===== src/rtl/latency_dp_ram_v2.sv =====
// Single-clock true dual-port RAM with per-port write-commit and read latency,
// read-valid strobes, selectable read-during-write and write-write arbitration.
module latency_dp_ram_v2 #(
  parameter int DATA_WIDTH    = 8,
  parameter int MEM_DEPTH     = 16,
  parameter int ADDR_WIDTH    = $clog2(MEM_DEPTH),
  parameter int WR_LATENCYA   = 1,
  parameter int WR_LATENCYB   = 1,
  parameter int RD_LATENCYA   = 1,
  parameter int RD_LATENCYB   = 1,
  parameter int RDW_MODE      = 0,
  parameter int COLL_PRIORITY = 0
) (
  input  logic                  clk,
  input  logic                  rst_n,
  input  logic                  i_ena,
  input  logic                  i_wea,
  input  logic [ADDR_WIDTH-1:0] i_addra,
  input  logic [DATA_WIDTH-1:0] i_dina,
  input  logic                  i_enb,
  input  logic                  i_web,
  input  logic [ADDR_WIDTH-1:0] i_addrb,
  input  logic [DATA_WIDTH-1:0] i_dinb,
  output logic [DATA_WIDTH-1:0] o_douta,
  output logic                  o_valida,
  output logic [DATA_WIDTH-1:0] o_doutb,
  output logic                  o_validb,
  output logic                  o_collision
);

  // Request protocol: no handshake. i_enX=1 on a rising edge accepts one request
  // on port X unconditionally; o_validX qualifies o_doutX for exactly one cycle.
  localparam int PW = ADDR_WIDTH + DATA_WIDTH;
  localparam logic L_PRIO_B  = (COLL_PRIORITY == 1);
  localparam logic L_WFIRST  = (RDW_MODE == 1);
  localparam logic L_POW2    = (MEM_DEPTH == (1 << ADDR_WIDTH));
  localparam logic [ADDR_WIDTH:0] L_DEPTH = (ADDR_WIDTH + 1)'(MEM_DEPTH);

  function automatic logic in_range(input logic [ADDR_WIDTH-1:0] a);
    return L_POW2 || ({1'b0, a} < L_DEPTH);
  endfunction

  logic [DATA_WIDTH-1:0] r_mem [MEM_DEPTH];

  logic                  w_wa_v, w_wb_v;
  logic [PW-1:0]         w_wa_pkt, w_wb_pkt;
  logic [ADDR_WIDTH-1:0] w_wa_a, w_wb_a;
  logic [DATA_WIDTH-1:0] w_wa_d, w_wb_d;
  logic                  w_ra_v, w_rb_v;
  logic [DATA_WIDTH-1:0] w_ra_d, w_rb_d;
  logic [DATA_WIDTH-1:0] w_rda, w_rdb;

  // Latency 1 commits on the sampling edge, so only LAT-1 register stages exist.
  if (WR_LATENCYA > 1) begin : g_wpipe_a
    logic          r_v [WR_LATENCYA-1];
    logic [PW-1:0] r_p [WR_LATENCYA-1];
    always_ff @(posedge clk or negedge rst_n) begin
      if (!rst_n) begin
        for (int k = 0; k < WR_LATENCYA-1; k++) begin
          r_v[k] <= 1'b0;
          r_p[k] <= '0;
        end
      end else begin
        r_v[0] <= i_ena & i_wea;
        r_p[0] <= {i_addra, i_dina};
        for (int k = 1; k < WR_LATENCYA-1; k++) begin
          r_v[k] <= r_v[k-1];
          r_p[k] <= r_p[k-1];
        end
      end
    end
    assign w_wa_v   = r_v[WR_LATENCYA-2];
    assign w_wa_pkt = r_p[WR_LATENCYA-2];
  end else begin : g_wdir_a
    assign w_wa_v   = i_ena & i_wea & rst_n;
    assign w_wa_pkt = {i_addra, i_dina};
  end

  if (WR_LATENCYB > 1) begin : g_wpipe_b
    logic          r_v [WR_LATENCYB-1];
    logic [PW-1:0] r_p [WR_LATENCYB-1];
    always_ff @(posedge clk or negedge rst_n) begin
      if (!rst_n) begin
        for (int k = 0; k < WR_LATENCYB-1; k++) begin
          r_v[k] <= 1'b0;
          r_p[k] <= '0;
        end
      end else begin
        r_v[0] <= i_enb & i_web;
        r_p[0] <= {i_addrb, i_dinb};
        for (int k = 1; k < WR_LATENCYB-1; k++) begin
          r_v[k] <= r_v[k-1];
          r_p[k] <= r_p[k-1];
        end
      end
    end
    assign w_wb_v   = r_v[WR_LATENCYB-2];
    assign w_wb_pkt = r_p[WR_LATENCYB-2];
  end else begin : g_wdir_b
    assign w_wb_v   = i_enb & i_web & rst_n;
    assign w_wb_pkt = {i_addrb, i_dinb};
  end

  assign {w_wa_a, w_wa_d} = w_wa_pkt;
  assign {w_wb_a, w_wb_d} = w_wb_pkt;

  // Collisions are judged at commit time, so mismatched latencies can still collide.
  logic w_ca, w_cb, w_coll, w_wen_a, w_wen_b;
  assign w_ca    = w_wa_v & in_range(w_wa_a);
  assign w_cb    = w_wb_v & in_range(w_wb_a);
  assign w_coll  = w_ca & w_cb & (w_wa_a == w_wb_a);
  assign w_wen_a = w_ca & ~(w_coll & L_PRIO_B);
  assign w_wen_b = w_cb & ~(w_coll & ~L_PRIO_B);

  always_ff @(posedge clk) begin
    if (w_wen_a) r_mem[w_wa_a] <= w_wa_d;
    if (w_wen_b) r_mem[w_wb_a] <= w_wb_d;
  end

  always_comb begin
    w_rda = '0;
    if (in_range(i_addra)) w_rda = r_mem[i_addra];
    if (L_WFIRST && w_wen_a && (w_wa_a == i_addra)) w_rda = w_wa_d;
    if (L_WFIRST && w_wen_b && (w_wb_a == i_addra)) w_rda = w_wb_d;
  end

  always_comb begin
    w_rdb = '0;
    if (in_range(i_addrb)) w_rdb = r_mem[i_addrb];
    if (L_WFIRST && w_wen_a && (w_wa_a == i_addrb)) w_rdb = w_wa_d;
    if (L_WFIRST && w_wen_b && (w_wb_a == i_addrb)) w_rdb = w_wb_d;
  end

  if (RD_LATENCYA > 1) begin : g_rpipe_a
    logic                  r_v [RD_LATENCYA-1];
    logic [DATA_WIDTH-1:0] r_d [RD_LATENCYA-1];
    always_ff @(posedge clk or negedge rst_n) begin
      if (!rst_n) begin
        for (int k = 0; k < RD_LATENCYA-1; k++) begin
          r_v[k] <= 1'b0;
          r_d[k] <= '0;
        end
      end else begin
        r_v[0] <= i_ena & ~i_wea;
        r_d[0] <= w_rda;
        for (int k = 1; k < RD_LATENCYA-1; k++) begin
          r_v[k] <= r_v[k-1];
          r_d[k] <= r_d[k-1];
        end
      end
    end
    assign w_ra_v = r_v[RD_LATENCYA-2];
    assign w_ra_d = r_d[RD_LATENCYA-2];
  end else begin : g_rdir_a
    assign w_ra_v = i_ena & ~i_wea;
    assign w_ra_d = w_rda;
  end

  if (RD_LATENCYB > 1) begin : g_rpipe_b
    logic                  r_v [RD_LATENCYB-1];
    logic [DATA_WIDTH-1:0] r_d [RD_LATENCYB-1];
    always_ff @(posedge clk or negedge rst_n) begin
      if (!rst_n) begin
        for (int k = 0; k < RD_LATENCYB-1; k++) begin
          r_v[k] <= 1'b0;
          r_d[k] <= '0;
        end
      end else begin
        r_v[0] <= i_enb & ~i_web;
        r_d[0] <= w_rdb;
        for (int k = 1; k < RD_LATENCYB-1; k++) begin
          r_v[k] <= r_v[k-1];
          r_d[k] <= r_d[k-1];
        end
      end
    end
    assign w_rb_v = r_v[RD_LATENCYB-2];
    assign w_rb_d = r_d[RD_LATENCYB-2];
  end else begin : g_rdir_b
    assign w_rb_v = i_enb & ~i_web;
    assign w_rb_d = w_rdb;
  end

  // Output data registers only load on a valid read, so they hold between reads.
  always_ff @(posedge clk or negedge rst_n) begin
    if (!rst_n) begin
      o_douta     <= '0;
      o_valida    <= 1'b0;
      o_doutb     <= '0;
      o_validb    <= 1'b0;
      o_collision <= 1'b0;
    end else begin
      o_valida    <= w_ra_v;
      o_validb    <= w_rb_v;
      o_collision <= w_coll;
      if (w_ra_v) o_douta <= w_ra_d;
      if (w_rb_v) o_doutb <= w_rb_d;
    end
  end

endmodule


===== config.mk =====
export PLATFORM = sky130hd
export DESIGN_NAME = latency_dp_ram_v2
export DESIGN_NICKNAME = d
export VERILOG_FILES = /design/src/rtl/latency_dp_ram_v2.sv
export SDC_FILE = /design/constraint.sdc
export NUM_CORES = 1
export LEC_CHECK = 0
export CORE_ASPECT_RATIO = 1.5
export CORE_MARGIN = 2
export CORE_UTILIZATION = 45
export DETAILED_ROUTE_END_ITERATION = 10
export GPL_TIMING_DRIVEN = 0
export SKIP_LAST_GASP = 1
export SLEW_MARGIN = 20
export SYNTH_ARGS = -nofsm -noshare
export SYNTH_HDL_FRONTEND = slang
export SYNTH_SLANG_ARGS = --single-unit

===== constraint.sdc =====
create_clock -name clk -period 2 [get_ports clk]
set_clock_uncertainty 0.1 [all_clocks]
set_input_delay 0.6 -clock clk [delete_from_list [all_inputs] [get_ports clk]]
set_output_delay 0.6 -clock clk [all_outputs]
set_load 0.02 [all_outputs]

* Yosys cells after proc, flatten, opt, wreduce, memory -nomap -nowiden
Memory sizes are Yosys's and may differ from the RTL's. A register that Yosys moved wholly into a read port is not among the register bits.
Cells that the tools add are included.
Widths: inputs -> output; s select.
** Word-level totals
- RAM bits :: 128
- Logic and storage cells :: 23
- Latch bits :: 0
- Memory bits (read-only) :: 0
- Input bits :: 30
- Bits in registers :: 3
- Output and inout bits :: 19
- Memories :: 1
** Memory list
- r_mem :: depth 16, bits a word 8, rd ports 2, clocked after Yosys merged registers in 2, write ports 2, RTL line 43 : logic [DATA_WIDTH-1:0] r_mem [MEM_DEPTH];
** Cells by class
- Divide/modulo/power cells :: 0
- Bitwise operators :: 12
- $lt $le $gt $ge :: 0
- Multiply operators :: 0
- Mux-type cells :: 4
- Equal/unequal tests :: 1
- Add/subtract/negate cells :: 0
- Shift operators :: 0
- Reductions and logical operators :: 2
** Operators with widths (number)
- $and 1x1->1 :: 9
- $eq 4x4->1 :: 1
- $mux 1 :: 4
- $not 1->1 :: 3
- $logic_not 1->1 :: 2

* Logic depth before layout (Yosys ltp)
Gate-level depths: netlist of the first run.
- Word-level depth :: 8
- Depth in mapped cells :: 8
- Depth with buffers taken out :: 4

* Worst setup path before layout of the first run
OpenSTA, ideal clock, no wires.
- Path kind :: in2reg
- Start point :: input port i_addra[1]
- End point :: memory r_mem[11][0] (enable)
- Stages on the path :: 6
- Setup slack :: -693 ps
- Path buffers :: 4
- Library setup time :: 384 ps
- Required time :: 1516 ps
- Arrival time :: 2209 ps
- Cells stage by stage :: buf_4 buf_4 buf_2 buf_2 nand3_1 o21ai_0
** RTL lines
- from (decl) :: RTL line 18 : input logic [ADDR_WIDTH-1:0] i_addra,
- to (decl) :: RTL line 43

==> tab_implementation.tex, run 1 <==
\begin{tabular}{lr}
\hline
Metric & Value \\
\hline
\multicolumn{2}{l}{\textbf{Placement}} \\
\quad \# port buffers & 43 \\
\quad HPWL reported at the end of detailed placement & 21,700 um \\
\quad Final GP Congestion & 0.928 \\
\quad Number of placed instances, taps included & 949 \\
\quad Setup slack at placement & -1.42 ns \\
\multicolumn{2}{l}{\textbf{Die}} \\
\quad Overall die width & 119 um \\
\quad Floorplan Core Area & 19,200 sq um \\
\quad Height of the die & 176 um \\
\quad Count of standard-cell rows & 62 \\
\quad Initial Util & 46.0\% \\
\quad \# IOs & 49 \\
\quad Die Footprint & 20,800 sq um \\
\multicolumn{2}{l}{\textbf{Yosys}} \\
\quad Total of warnings raised by yosys & 0 \\
\quad Netlist cell types & 43 \\
\quad Post-synthesis net count & 680 \\
\quad Number of synthesized register bits & 147 \\
\quad Proportion of synthesized chip area in sequential cells & 48.8\% \\
\quad Share of flip-flops with an asynchronous set or reset after synthesis & 12.9\% \\
\quad Predominant post-synthesis flop cell & sky130\_fd\_sc\_hd\_\_edfxtp\_1 \\
\quad Post-synthesis average cell area & 13.6 sq um \\
\quad Number of enable-type register cells in the synthesized netlist & 128 \\
\quad Synthesized cell area & 8850 sq um \\
\quad Number of instances in the synthesized netlist & 650 \\
\multicolumn{2}{l}{\textbf{Clock network}} \\
\quad Maximum root-to-sink buffer count & 2 \\
\quad \# clock sinks & 147 \\
\quad Clock Latency Late Sink & 0.43 ns \\
\quad CTS root buf & sky130\_fd\_sc\_hd\_\_clkbuf\_16 \\
\quad H-Tree Level Count & 4 \\
\quad Total CTS buffers & 17 \\
\quad Clock-pin transition on the worst setup and hold timing paths & 0.07 ns \\
\quad CTS tree & done \\
\multicolumn{2}{l}{\textbf{Worst setup path}} \\
\quad Crit-path most repeated cell & sky130\_fd\_sc\_hd\_\_buf\_4 \\
\quad Slowest cell on the critical path & sky130\_fd\_sc\_hd\_\_buf\_2 \\
\quad Data arrival time of the worst path & 2.17 ns \\
\quad Critical path data required time & 2.17 ns \\
\quad Maximum fanout along the worst path & 10 \\
\quad Critical path, cell by cell & buf\_4, buf\_4, buf\_2, nor3\_1, nor4\_4, a31oi\_1 \\
\quad Endpoint kind of the worst setup timing path & register \\
\quad Class of the most critical setup path & in2reg \\
\quad Slack of the worst reg-to-reg path & 0.29 ns \\
\quad Largest stage delay, worst path & 0.42 ns \\
\quad Startpoint types & input port \\
\multicolumn{2}{l}{\textbf{Power}} \\
\quad P\_sw & 2130 uW \\
\quad Internal power & 5990 uW \\
\quad Leakage power & 0.00433 uW \\
\quad Switching share of total power & 26.2\% \\
\quad Proportion of power drawn by combinational gates & 16.7\% \\
\quad Cell Pwr Density & 677 nW/um\^{}2 \\
\quad Proportion of power drawn by the clock network & 40.3\% \\
\quad Flop pwr share & 42.9\% \\
\quad Max rail drop VDD & 499 uV \\
\multicolumn{2}{l}{\textbf{Timing}} \\
\quad Maximum clock rate & 0.501 GHz \\
\quad Headroom to the max-slew limit & 56.1\% \\
\quad Setup TNS & 0 ns \\
\quad Setup slack of the critical path after layout & 0.00442 ns \\
\quad Post-layout minimum cycle time & 2.00 ns \\
\quad Max-slew violations & 0 \\
\quad Period utilisation layout & 99.8\% \\
\quad Pin slew with the least headroom to its limit & 0.658 ns \\
\quad Final hold violation count & 0 \\
\quad RSZ-0062 raised after global routing & yes \\
\quad Final Setup Violations & 0 \\
\multicolumn{2}{l}{\textbf{Final layout}} \\
\quad Fraction of final layout cells with drive strength greater than 1 & 48.4\% \\
\quad Most frequent cells in the layout & sky130\_fd\_sc\_hd\_\_edfxtp\_1, sky130\_fd\_sc\_hd\_\_mux2\_2, sky130\_fd\_sc\_hd\_\_mux2i\_1 \\
\quad Most common cell after layout, fill and taps aside & sky130\_fd\_sc\_hd\_\_edfxtp\_1 \\
\quad Layout Cells excl Fill & 1,070 \\
\quad NumNets Final & 831 \\
\quad Area delta synth->final & 35.6\% \\
\quad Number of antenna diodes & 0 \\
\multicolumn{2}{l}{\textbf{Route}} \\
\quad Violation count after the first detailed-routing iteration & 699 \\
\quad Count of nets left with antenna violations after detail routing & 0 \\
\quad Routed vias/inst & 6.61 \\
\quad Post-detailed-route wirelength per cell & 32.1 um \\
\quad DRC errors left & 0 \\
\quad Overall routed net length & 34,300 um \\
\quad Routed via count & 7,075 \\
\quad DR pass1 iterations & 7 \\
\multicolumn{2}{l}{\textbf{Global route}} \\
\quad Sum of overflow across all layers after global routing & 0 \\
\quad Pin count of the biggest net entering global routing & 20 \\
\quad Number of global-route vias before repair & 7,476 \\
\quad Tot GR Track Use & 33.5\% \\
\quad Global-route wire length before repair & 49,700 um \\
\quad Antenna violations before repair & 0 \\
\multicolumn{2}{l}{\textbf{Run}} \\
\quad Max-cap check violation count & 0 \\
\multicolumn{2}{l}{\textbf{Outcome}} \\
\quad Run status & finished clean \\
\multicolumn{2}{l}{\textbf{Hold path}} \\
\quad Class of the tightest hold or removal check & reg2reg \\
\hline
\end{tabular}
-- metal layers --
metal / part of all wire (%) / GRT usage, % / up-vias / wire length (um)
li1: - / - / 2878 / -
met5: 0 / 0 / - / 0
met1: 34 / 36.9 / 3596 / 11800
met3: 7.8 / 7.27 / 150 / 2670
met4: 7.2 / 23.0 / 0 / 2480
met2: 51 / 57.5 / 451 / 17400
-- power groups by stage --
stage	clock network (uW)	registers [uW]	logic [uW]
after global placement	0	3550	1150
after floorplan	0	3600	654
final	3280	3490	1360
after global routing	3410	3490	1410
after detailed placement	0	3550	1170
after CTS	3280	3480	1270
-- worst paths after layout --
path,endpoint,cells after the start,from
max reg2reg,o_doutb[5],3,r_mem[2][5]
max,o_doutb[2],6,i_addrb[3]
min,o_douta[5],2,o_douta[5]
max in group asynchronous,o_douta[4],3,rst_n
min in group asynchronous,o_douta[5],3,rst_n
min reg2reg,o_douta[5],2,o_douta[5]
-- cell usage after synthesis, types with 6 or more instances --
master | n | share of area [%]
sky130_fd_sc_hd__dfrtp_1 | 19 | 5.4
sky130_fd_sc_hd__nand3b_1 | 7 | 0.59
sky130_fd_sc_hd__buf_4 | 6 | 0.51
sky130_fd_sc_hd__a21oi_4 | 10 | 1.8
sky130_fd_sc_hd__o22ai_1 | 13 | 0.92
sky130_fd_sc_hd__o221ai_1 | 8 | 0.79
sky130_fd_sc_hd__clkbuf_1 | 28 | 1.2
sky130_fd_sc_hd__nand2_1 | 12 | 0.51
sky130_fd_sc_hd__and3_1 | 7 | 0.49
sky130_fd_sc_hd__mux2i_1 | 64 | 7.2
sky130_fd_sc_hd__nor2_1 | 29 | 1.2
sky130_fd_sc_hd__nor3_1 | 7 | 0.40
sky130_fd_sc_hd__mux2_2 | 130 | 17
sky130_fd_sc_hd__mux4_2 | 27 | 6.9
sky130_fd_sc_hd__a31oi_1 | 15 | 1.1
sky130_fd_sc_hd__mux2_1 | 9 | 1.1
sky130_fd_sc_hd__nor2b_1 | 10 | 0.71
sky130_fd_sc_hd__nand2b_1 | 7 | 0.49
sky130_fd_sc_hd__nand3_1 | 22 | 1.2
sky130_fd_sc_hd__edfxtp_1 | 128 | 43
sky130_fd_sc_hd__buf_2 | 21 | 1.2
sky130_fd_sc_hd__o21bai_1 | 11 | 0.93
sky130_fd_sc_hd__nor4_1 | 7 | 0.49
sky130_fd_sc_hd__a21oi_1 | 6 | 0.34
sky130_fd_sc_hd__o21ai_0 | 11 | 0.62
-- layout make-up --
| class | count | area, sq um |
|---|---|---|
| Fill cell | 1503 | 7240 |
| Multi-Input combinational cell | 441 | 4750 |
| Sequential cell | 147 | 4320 |
| Timing Repair Buffer | 135 | 1550 |
| Buffer | 59 | 473 |
| Clock buffer | 19 | 433 |
| Tap cell | 256 | 320 |
| Clock inverter | 13 | 159 |
-- sequential cells by signal, indices dropped and copies added (netlist names) --
name         flops
o_validb         1
r_mem          128
o_valida         1
o_collision      1
o_douta          8
o_doutb          8
-- logic make-up after synthesis --
group | Yosys count | synth area share [%]
muxes | 231 | 32.1
DFF | 147 | 48.8
AOI/OAI and AO/OA | 91 | 8.52
and+or+nand+nor | 115 | 6.74
xor gates and xnor gates | 4 | 0.396
buffers and inverters | 62 | 3.49
-- worst max-delay path: cells and delay by family --
family	cells	cell delay (ns)
AND/OR/NAND/NOR	2	0.57
AO/OA/AOI/OAI	1	0.15
buffers and inverters	3	0.83
-- timing repair --
item,4_1_cts,5_1_grt
hold buffers,2,0
setup buffers,73,15
cloned,5,0
endpoints found under the hold margin,19,0
gates resized for setup,120,43
pin swaps,33,12
setup endpoints to repair,292,190
-- through the flow --
stage	utilization, %	power (uW)	hold slack, ns	instance area [sq um]
detailed placement	51.9	4720	0.431	9980
CTS	61.6	8040	0.442	11800
floorplan	-	4250	0.204	9230
finish	62.4	8120	0.435	12000
global placement	51.9	4700	0.413	9980
global route	62.4	8310	0.464	12000
No activity file was read; power rests on OpenSTA's default activity.
==> run 2: changes to the inputs <==
DONT_BUFFER_PORTS = 1   (was default)
==> run 2 against run 1 <==
- the flow now finishes with violations (setup timing)
- final area shrank 10%
- largest power group unchanged
- die area stayed put
- register-to-register slack got worse by 0.05 ns
- sequential power increased by 2%
- worst setup slack got worse by 0.0047 ns
- critical path type unchanged
==> tab_implementation.tex, run 2 (synthesis results as in run 1) <==
\begin{tabular}{lr}
\hline
Metric & Value \\
\hline
\multicolumn{2}{l}{\textbf{Outcome}} \\
\quad Run status & complete, but fails checks \\
\quad Violated checks & setup timing \\
\multicolumn{2}{l}{\textbf{Route}} \\
\quad DR pass1 iterations & 7 \\
\quad Overall routed net length & 31,300 um \\
\quad Routed vias/inst & 6.64 \\
\quad Violation count after the first detailed-routing iteration & 611 \\
\quad DRC errors left & 0 \\
\quad Post-detailed-route wirelength per cell & 32.0 um \\
\quad Count of nets left with antenna violations after detail routing & 0 \\
\quad Routed via count & 6,483 \\
\multicolumn{2}{l}{\textbf{Power}} \\
\quad Cell Pwr Density & 720 nW/um\^{}2 \\
\quad Leakage power & 0.00373 uW \\
\quad Max rail drop VDD & 591 uV \\
\multicolumn{2}{l}{\textbf{Final layout}} \\
\quad Max FFs per register & 128 \\
\quad Area of all sequential standard cells & 4320 sq um \\
\quad Fillcell total & 1,592 \\
\quad NumNets Final & 739 \\
\quad Largest registers & r\_mem: 128 flops, o\_douta: 8 flops, o\_doutb: 8 flops \\
\quad Most frequent cells in the layout & sky130\_fd\_sc\_hd\_\_edfxtp\_1, sky130\_fd\_sc\_hd\_\_mux2\_2, sky130\_fd\_sc\_hd\_\_mux2i\_1 \\
\quad Area delta synth->final & 21.4\% \\
\quad Layout Cells excl Fill & 976 \\
\quad Number of antenna diodes & 0 \\
\quad Most common cell after layout, fill and taps aside & sky130\_fd\_sc\_hd\_\_edfxtp\_1 \\
\quad Top register by number of flip-flops & r\_mem \\
\quad Fraction of final layout cells with drive strength greater than 1 & 44.0\% \\
\quad Fraction of the core area covered by cells at the end of the flow & 55.9\% \\
\quad Area occupied by multi-input gates & 4560 sq um \\
\multicolumn{2}{l}{\textbf{Global route}} \\
\quad Sum of overflow across all layers after global routing & 0 \\
\quad Pin count of the biggest net entering global routing & 20 \\
\quad Global-route wire length before repair & 45,100 um \\
\quad Number of global-route vias before repair & 6,777 \\
\quad Tot GR Track Use & 30.8\% \\
\quad Antenna violations before repair & 0 \\
\multicolumn{2}{l}{\textbf{Timing}} \\
\quad Maximum clock rate & 0.500 GHz \\
\quad Period utilisation layout & 100\% \\
\quad Worst hold slack after final layout & 0.275 ns \\
\quad Max-slew violations & 0 \\
\quad Pin slew with the least headroom to its limit & 1.05 ns \\
\quad Setup TNS & -0.000316 ns \\
\quad Post-layout minimum cycle time & 2.00 ns \\
\quad Final hold violation count & 0 \\
\quad RSZ-0062 raised after global routing & yes \\
\quad Final Setup Violations & 1 \\
\quad Headroom to the max-slew limit & 29.7\% \\
\quad Setup slack of the critical path after layout & -0.000316 ns \\
\multicolumn{2}{l}{\textbf{Clock network}} \\
\quad H-Tree Level Count & 4 \\
\quad Clock-pin transition on the worst setup and hold timing paths & 0.06 ns \\
\quad CTS tree & done \\
\quad Maximum root-to-sink buffer count & 2 \\
\quad Total CTS buffers & 17 \\
\quad \# clock sinks & 147 \\
\quad Clock Latency Late Sink & 0.44 ns \\
\quad CTS root buf & sky130\_fd\_sc\_hd\_\_clkbuf\_16 \\
\multicolumn{2}{l}{\textbf{Hold path}} \\
\quad Class of the tightest hold or removal check & in2reg \\
\multicolumn{2}{l}{\textbf{Worst setup path}} \\
\quad Slack of the worst reg-to-reg path & 0.24 ns \\
\quad Startpoint types & input port \\
\quad Maximum fanout along the worst path & 10 \\
\quad Class of the most critical setup path & in2reg \\
\quad Data arrival time of the worst path & 2.08 ns \\
\quad Critical path data required time & 2.08 ns \\
\quad Endpoint kind of the worst setup timing path & register \\
\multicolumn{2}{l}{\textbf{Die}} \\
\quad Overall die width & 119 um \\
\quad Floorplan Core Area & 19,200 sq um \\
\quad Initial Util & 46.0\% \\
\quad \# IOs & 49 \\
\quad Height of the die & 176 um \\
\quad Count of standard-cell rows & 62 \\
\quad Die Footprint & 20,800 sq um \\
\multicolumn{2}{l}{\textbf{Placement}} \\
\quad \# port buffers & 0 \\
\quad Number of placed instances, taps included & 906 \\
\quad Final GP Congestion & 0.928 \\
\quad HPWL reported at the end of detailed placement & 21,300 um \\
\multicolumn{2}{l}{\textbf{Run}} \\
\quad Max-cap check violation count & 0 \\
\hline
\end{tabular}
==> run 2: cell types whose count changed in the layout (fill, tap and decap cells not counted), sizes merged <==
| cell | before | now |
|---|---|---|
| buf | 123 | 71 |
| dlygate4sd2 | 19 | 0 |
| clkdlybuf4s50 | 16 | 0 |
| clkbuf | 53 | 50 |
| inv | 2 | 0 |
| bufbuf | 1 | 0 |
| clkinvlp | 3 | 2 |
==> run 2: report_power, final <==
part / total, uW / internal (uW) / switching, uW
Sequential: 3570 / 3430 / 142
Clock: 3220 / 1940 / 1280
Combinational: 951 / 408 / 543
Total: 7740 / 5780 / 1970
==> run 2: worst paths after layout <==
| kind | start | endpoint | cells past startpoint |
|---|---|---|---|
| worst min register to register | o_douta[7] | o_douta[7] | 2 |
| worst max register to register | r_mem[10][6] | o_doutb[6] | 3 |
| worst min-delay path | i_dina[1] | r_mem[13][1] | 1 |
| worst max-delay path | i_addrb[2] | r_mem[9][3] | 8 |
| min in group asynchronous | rst_n | o_collision | 1 |
| max in group asynchronous | rst_n | o_douta[1] | 1 |
==> run 2: area by class of cell <==
| cell class | instances | area share (%) |
|---|---|---|
| well taps | 256 | 2.98 |
| clock inverters | 10 | 1.27 |
| flip-flops and latches | 147 | 40.2 |
| repair buffers | 40 | 5.05 |
| multi-input cells | 441 | 42.5 |
| plain buffers | 62 | 4.00 |
| clock buffers | 20 | 4.06 |
==> run 2: repair_timing <==
action                     4_1_cts  5_1_grt
setup endpoints to repair      221      182
setup buffers                   31        8
pin swaps                        7       12
hold endpoints to repair        19        0
hold buffers                     1        0
gates resized for setup         14       17
==> run 2: per-stage QoR <==
| step | power, uW | cell area (sq um) | setup slack (ns) |
|---|---|---|---|
| floorplan | 4250 | 9230 | -0.313 |
| finish | 7740 | 10800 | -0.000316 |
| CTS | 7690 | 10500 | 0.00224 |
| detailed placement | 4520 | 9550 | -0.875 |
| global route | 7910 | 10800 | -0.0381 |
| global placement | 4490 | 9550 | -0.878 |
==> run 2: per-layer routing <==
metal | up-vias | share of wire, % | GRT usage [%]
li1 | 2688 | - | -
met1 | 3246 | 34 | 33.5
met2 | 407 | 50 | 51.8
met3 | 142 | 8.2 | 7.56
met4 | 0 | 7.7 | 22.5
met5 | - | 0 | 0
==> run 2: critical path, cell delays in order <==
cell                      delay [ns]
sky130_fd_sc_hd__buf_8          0.12
sky130_fd_sc_hd__xnor2_2        0.14
sky130_fd_sc_hd__and3_4         0.18
sky130_fd_sc_hd__buf_6          0.13
sky130_fd_sc_hd__buf_12         0.16
sky130_fd_sc_hd__a21oi_4        0.24
sky130_fd_sc_hd__buf_12         0.16
sky130_fd_sc_hd__mux2_2         0.34
